--- config.mk ---
export PLATFORM = sky130hd
export DESIGN_NAME = redmule_tile_ctrl
export DESIGN_NICKNAME = d
export VERILOG_FILES = /design/src/rtl/redmule_tile_ctrl.sv
export SDC_FILE = /design/constraint.sdc
export NUM_CORES = 1
export LEC_CHECK = 0
export BUFFER_PORTS_ARGS = -buffer_cell sky130_fd_sc_hd__buf_2
export CAP_MARGIN = 10
export CORE_MARGIN = 2
export CORE_UTILIZATION = 48
export CTS_CLUSTER_SIZE = 14
export DETAILED_ROUTE_END_ITERATION = 6
export HOLD_SLACK_MARGIN = 0.03
export PLACE_DENSITY = 0.72
export SETUP_SLACK_MARGIN = 0.02
export SLEW_MARGIN = 40
export SYNTH_ARGS = -nofsm -noshare
export SYNTH_HDL_FRONTEND = slang
export SYNTH_SLANG_ARGS = --single-unit
--- constraint.sdc ---
create_clock -name clk_i -period 1.8 [get_ports clk_i]
set_input_delay 0.09 -clock clk_i [delete_from_list [all_inputs] [get_ports clk_i]]
set_output_delay 0.09 -clock clk_i [all_outputs]
set_load 0.1 [all_outputs]
--- src/rtl/redmule_tile_ctrl.sv ---
// Host-side sequencer for one RedMulE tile: boot, fence.i ack, IRQ/wake injection, event collection, drain.
// Optional RUN-state watchdog is enabled by defining REDMULE_TILE_CTRL_WDOG_EN.
module redmule_tile_ctrl #(
    parameter int BOOT_DELAY = 8,
    parameter int FLUSH_LAT  = 4,
    parameter int N_EVT      = 2,
    parameter int EOC_EVT    = 0,
    parameter int CNT_W      = 16
`ifdef REDMULE_TILE_CTRL_WDOG_EN
    ,
    parameter int WDOG_CYC   = 65535
`endif
) (
    input  logic             clk_i,
    input  logic             rst_i,
    input  logic             start_i,
    input  logic             stop_i,
    input  logic             wake_i,
    input  logic             irq_set_i,
    input  logic             irq_clr_i,
    input  logic [4:0]       irq_id_i,
    output logic             tile_enable_o,
    output logic             fetch_enable_o,
    output logic [31:0]      irq_o,
    output logic             wu_wfe_o,
    input  logic             fencei_flush_req_i,
    output logic             fencei_flush_ack_o,
    input  logic             busy_i,
    input  logic             core_sleep_i,
    input  logic [N_EVT-1:0] evt_i,
    output logic [N_EVT-1:0] evt_status_o,
    input  logic [N_EVT-1:0] evt_clr_i,
    output logic [CNT_W-1:0] eoc_cnt_o,
    output logic             done_o,
    output logic [2:0]       state_o,
    output logic             error_o
);
    localparam logic [2:0] S_IDLE  = 3'd0;
    localparam logic [2:0] S_BOOT  = 3'd1;
    localparam logic [2:0] S_RUN   = 3'd2;
    localparam logic [2:0] S_DRAIN = 3'd3;
    localparam logic [2:0] S_DONE  = 3'd4;
    localparam logic [2:0] S_ERROR = 3'd5;

    localparam int BW = $clog2(BOOT_DELAY + 1);
    localparam int FW = $clog2(FLUSH_LAT + 1);
    localparam logic [BW-1:0] BOOT_LAST  = BW'(BOOT_DELAY - 1);
    localparam logic [FW-1:0] FLUSH_LAST = FW'(FLUSH_LAT - 1);

    logic [2:0]       state_q, state_d;
    logic [BW-1:0]    boot_cnt_q;
    logic             eoc_q, eoc_rise;
    logic [N_EVT-1:0] evt_status_q;
    logic [CNT_W-1:0] eoc_cnt_q;
    logic [31:0]      irq_q, irq_upd;
    logic             wake_q, wu_q;
    logic             flush_pend_q, flush_armed_q, flush_ack_q;
    logic [FW-1:0]    flush_cnt_q;
    logic             active_q, active_d;
    logic             wdog_expire;

    function automatic logic tile_on(input logic [2:0] s);
        return (s == S_BOOT) || (s == S_RUN) || (s == S_DRAIN);
    endfunction

`ifdef REDMULE_TILE_CTRL_WDOG_EN
    localparam int WW = $clog2(WDOG_CYC + 1);
    localparam logic [WW-1:0] WDOG_LAST = WW'(WDOG_CYC - 1);
    logic [WW-1:0] wdog_cnt_q;

    assign wdog_expire = (state_q == S_RUN) && !(|evt_i) && (wdog_cnt_q == WDOG_LAST);
    assign error_o     = (state_q == S_ERROR);

    always_ff @(posedge clk_i) begin
        if (rst_i || state_q != S_RUN || (|evt_i)) wdog_cnt_q <= '0;
        else                                       wdog_cnt_q <= wdog_cnt_q + 1'b1;
    end
`else
    assign wdog_expire = 1'b0;
    assign error_o     = 1'b0;
`endif

    assign eoc_rise = evt_i[EOC_EVT] & ~eoc_q;
    assign active_q = tile_on(state_q);
    assign active_d = tile_on(state_d);

    always_comb begin
        state_d = state_q;
        case (state_q)
            S_IDLE:  if (start_i) state_d = S_BOOT;
            S_BOOT:  if (stop_i) state_d = S_DRAIN;
                     else if (boot_cnt_q == BOOT_LAST) state_d = S_RUN;
            // EOC has priority over the watchdog; EOC and stop both just drain.
            S_RUN:   if (eoc_rise || stop_i) state_d = S_DRAIN;
                     else if (wdog_expire) state_d = S_ERROR;
            S_DRAIN: if (!busy_i && core_sleep_i) state_d = S_DONE;
            S_DONE:  state_d = S_IDLE;
            S_ERROR: if (start_i) state_d = S_BOOT;
            default: state_d = S_IDLE;
        endcase
    end

    always_comb begin
        irq_upd = irq_q;
        if (irq_clr_i) irq_upd[irq_id_i] = 1'b0;
        if (irq_set_i) irq_upd[irq_id_i] = 1'b1;
    end

    always_ff @(posedge clk_i) begin
        if (rst_i) begin
            state_q      <= S_IDLE;
            boot_cnt_q   <= '0;
            eoc_q        <= 1'b0;
            evt_status_q <= '0;
            eoc_cnt_q    <= '0;
            irq_q        <= '0;
            wake_q       <= 1'b0;
            wu_q         <= 1'b0;
        end else begin
            state_q      <= state_d;
            boot_cnt_q   <= (state_q == S_BOOT) ? boot_cnt_q + 1'b1 : '0;
            eoc_q        <= evt_i[EOC_EVT];
            evt_status_q <= (evt_status_q & ~evt_clr_i) | evt_i;
            if (state_q == S_RUN && eoc_rise && eoc_cnt_q != '1)
                eoc_cnt_q <= eoc_cnt_q + 1'b1;
            // Clearing on the transition keeps stale IRQs from resurfacing on the next boot.
            irq_q        <= active_d ? irq_upd : '0;
            wake_q       <= wake_i;
            wu_q         <= (state_q == S_RUN) & wake_i & ~wake_q;
        end
    end

    // Flush: a request must be seen low before another one is accepted.
    always_ff @(posedge clk_i) begin
        if (rst_i) begin
            flush_pend_q  <= 1'b0;
            flush_armed_q <= 1'b1;
            flush_cnt_q   <= '0;
            flush_ack_q   <= 1'b0;
        end else begin
            flush_ack_q <= 1'b0;
            if (!fencei_flush_req_i) flush_armed_q <= 1'b1;
            if (!active_q) begin
                flush_pend_q <= 1'b0;
            end else if (flush_pend_q) begin
                if (!fencei_flush_req_i) begin
                    flush_pend_q <= 1'b0;
                end else if (flush_cnt_q == FLUSH_LAST) begin
                    flush_pend_q <= 1'b0;
                    flush_ack_q  <= 1'b1;
                end else begin
                    flush_cnt_q <= flush_cnt_q + 1'b1;
                end
            end else if (fencei_flush_req_i && flush_armed_q) begin
                flush_armed_q <= 1'b0;
                if (FLUSH_LAT == 1) begin
                    flush_ack_q <= 1'b1;
                end else begin
                    flush_pend_q <= 1'b1;
                    flush_cnt_q  <= FW'(1);
                end
            end
        end
    end

    assign tile_enable_o      = active_q;
    assign fetch_enable_o     = (state_q == S_RUN);
    assign done_o             = (state_q == S_DONE);
    assign state_o            = state_q;
    assign irq_o              = irq_q;
    assign wu_wfe_o           = wu_q;
    assign fencei_flush_ack_o = flush_ack_q & active_q;
    assign evt_status_o       = evt_status_q;
    assign eoc_cnt_o          = eoc_cnt_q;

endmodule

==> qor.yml <==
yosysTopAreaCellShare: 0.421
grt_use_total: 0.214
holdPathEnd: "evt_status_o[1]$_SDFF_PP0_"
start_util: 0.495
route.met3.wl_um: 372
antenna_cells: 0
yosys.area.top_type: "dfxtp_1"
fmax_ghz: 0.579
fin_setup_tns_ns: 0
skew_ns: 0.0132
irDropWorstVdd_mv: 0.529
synth_compound_area_frac: 0.185
reg2reg_to: "eoc_cnt_o[12]$_SDFFE_PP0P_"
fillers: 559
syn-num-nets: 386
cts-root-buf: "clkbuf_8"
slew_headroom: 0.661
area_growth_pct: 26.8
synthFlopType: "dfxtp_1"
reg2reg_slack_ns: 0.09
wl_mm: 7.55
combinationalPowerShare: 0.158
hpwl_mm: 5.19
core_um2: 6350
globalplace.congestion: 0.844
yosysWarnings: 0
grt_pass1_wl_mm: 12.6
io_pins: 78
synthAdderAreaFrac: 0.0159
grt_overflow: 0
antenna_left: 0
p_clk_frac: 0.379
synth.distinct_cells: 52
place_area_um2: 3700
end_kind: "flip-flop"
p_sw_frac: 0.292
portBuffers: 76
syn_area_um2: 3140
ys_seq_area_frac: 0.421
power.leakage_nw: 1.60
synth_mux_area_frac: 0.0279
hold_class: "in2reg"
layout.nets: 471
die_height_um: 84.9
htree_levels: 3
worst_pin_slew_ns: 0.513
synth-edff-count: 0
hold_viol_final: 0
worst-setup-path-type: "in2reg"
die_area_um2: 7210
hold_start: "evt_clr_i[1]"
slew_viol_final: 0
synth_common_cells: "dfxtp_1 (66), nor3_1 (36), nor2_1 (27), o21ai_0 (27), o21a_1 (24)"
r2r-start: "state_o[2]$_SDFF_PP0_"
initialDrtViolationCount: 190
worstSkewPairLatency_ns: 0.34
r2r_cells: 5
avgSynthCellArea_um2: 8.65
dr_wl_met2_mm: 3.38
rsz0062_at_grt: "true"
vias: 3036
cts_made_buffers: 9
cp.required_ns: 2.01
worstPathArrival_ns: 1.94
fin_area_um2: 3980
vias_per_cell: 5.73
synth.most_common_cell: "dfxtp_1"
cts_tree: "done"
grt_pass1_vias: 2655
cap_viol_max_count: 0
start_kind: "input pin"
ys_seq_elements: 66
fp.dieW_um: 84.9
p_sw_uw: 947
wl_per_cell_um: 14.2
period_minus_slack_ns: 1.73
internal-power_mw: 2.30
wl_met1_mm: 3.66
drive_above_1_share: 0.331
top_layer: "met4"
antenna_found_initial: 0
ys_async_sr_fraction: 0
drc_errors: 0
clockBufferDepth: 2
status: "finished, final reports clean"
row_count: 29
drt_pre_antenna_iters: 5
p_seq_frac: 0.462
min_path_cells: 4
setup_violations: 0
netlist_instances: 363
synth-xor-area-share: 0.00558
clk_pin_slew_worst_paths_ns: 0.07
power.density_nw_per_um2: 814
timing.final.crit_share: 0.960
place_ws_ns: -0.0315
path_max_fanout: 32
grt_start_max_net_pins: 33
synthSimpleGateAreaFrac: 0.299
synth_top_family_by_area: "simple AND/OR/NAND/NOR gates"
synth_area_leaders: "dfxtp_1 (42%), nor3_1 (5.7%), o21a_1 (5.7%), o21ai_0 (4.3%), a21oi_1 (3.7%)"
worst_slack_ns: 0.0724
cts.sinks: 66
-- cell families after synthesis --
family / Yosys count
AND/OR/NAND/NOR: 157
AO/OA/AOI/OAI: 93
flip-flops: 66
buffers and inverters: 32
multiplexers: 8
adder cells (fa/ha/maj): 4
XOR/XNOR: 2
other: 1
-- stage by stage --
step                      power (mW)  utilization  hold slack, ns  cells
after global placement          2.02        0.582           0.297    507
final                           3.24        0.627          0.0431    530
after global routing            3.38        0.627          0.0941    530
after floorplan                 1.91            -           0.174    363
after detailed placement        2.03        0.582           0.312    507
after CTS                       3.26        0.622          0.0377    527
-- sequential cells by signal (all words and copies together) (netlist names) --
name,cells
boot_cnt_q,4
eoc_cnt_o,16
eoc_q,1
evt_status_o,2
flush_ack_q,1
flush_armed_q,1
flush_cnt_q,3
flush_pend_q,1
irq_o,32
state_o,3
wake_q,1
wu_wfe_o,1
-- how the worst max path moves through the flow --
stage / from / depth (start not counted) / end
after floorplan: state_o[1]$_SDFF_PP0_ / 7 / eoc_cnt_o[9]$_SDFFE_PP0P_
after CTS: state_o[1]$_SDFF_PP0_ / 5 / fencei_flush_ack_o
after global routing: state_o[2]$_SDFF_PP0_ / 5 / eoc_cnt_o[7]$_SDFFE_PP0P_
after global placement: state_o[2]$_SDFF_PP0_ / 5 / eoc_cnt_o[11]$_SDFFE_PP0P_
after detailed placement: eoc_cnt_o[0]$_SDFFE_PP0P_ / 5 / eoc_cnt_o[0]$_SDFFE_PP0P_
final: evt_i[0] / 7 / irq_o[16]$_SDFF_PP0_
-- routing by layer --
metal / vias up / track usage
li1: 1517 / -
met1: 1423 / 0.303
met2: 83 / 0.324
met3: 13 / 0.0379
met4: 0 / 0.0909
met5: - / 0
-- layout make-up --
class / count / area (µm²) / area share
Multi-Input combinational cell: 265 / 1730 / 0.433
Sequential cell: 66 / 1360 / 0.341
Timing Repair Buffer: 96 / 556 / 0.139
Clock buffer: 11 / 141 / 0.0355
Tap cell: 77 / 96.3 / 0.0242
Clock inverter: 5 / 53.8 / 0.0135
Inverter: 10 / 53.8 / 0.0135
-- cells in the final DEF, fill, tap and decap left out, drive strengths merged, types with 2 or more instances in the layout --
cell / n
a211oi: 4
a21oi: 23
and4: 4
and4b: 2
buf: 92
clkbuf: 11
clkinv: 5
dfxtp: 66
dlygate4sd3: 4
ha: 4
inv: 8
mux2: 6
mux2i: 2
nand2: 10
nand2b: 5
nand3: 10
nand3b: 11
nand4: 8
nor2: 27
nor2b: 10
nor3: 36
nor3b: 6
nor4: 2
o21a: 24
o21ai: 27
o31ai: 4
o41ai: 4
or3: 2
or3b: 7
or4: 9
-- power groups by stage --
stage | clock network, mW | registers [mW] | logic (mW)
after floorplan | 0 | 1.64 | 0.272
after global placement | 0 | 1.53 | 0.492
after detailed placement | 0 | 1.53 | 0.497
after CTS | 1.25 | 1.50 | 0.505
after global routing | 1.33 | 1.50 | 0.550
final | 1.23 | 1.50 | 0.513
-- repair_timing --
item / in CTS / in global routing
gates resized for setup: 3 / 2
setup buffers: 0 / 3
endpoints found under the setup margin: 6 / 22
hold endpoints to repair: 4 / 0
pin swaps: 0 / 2
gates cloned: 0 / 0
hold buffers: 4 / 0
-- worst max-delay path: stages --
cell	delay (ns)
dlygate4sd3_1	0.53
buf_2	0.14
and2b_1	0.17
o311a_1	0.35
nor4_4	0.33
buf_12	0.22
nor3b_1	0.07
(Power assumes the default switching activity.)
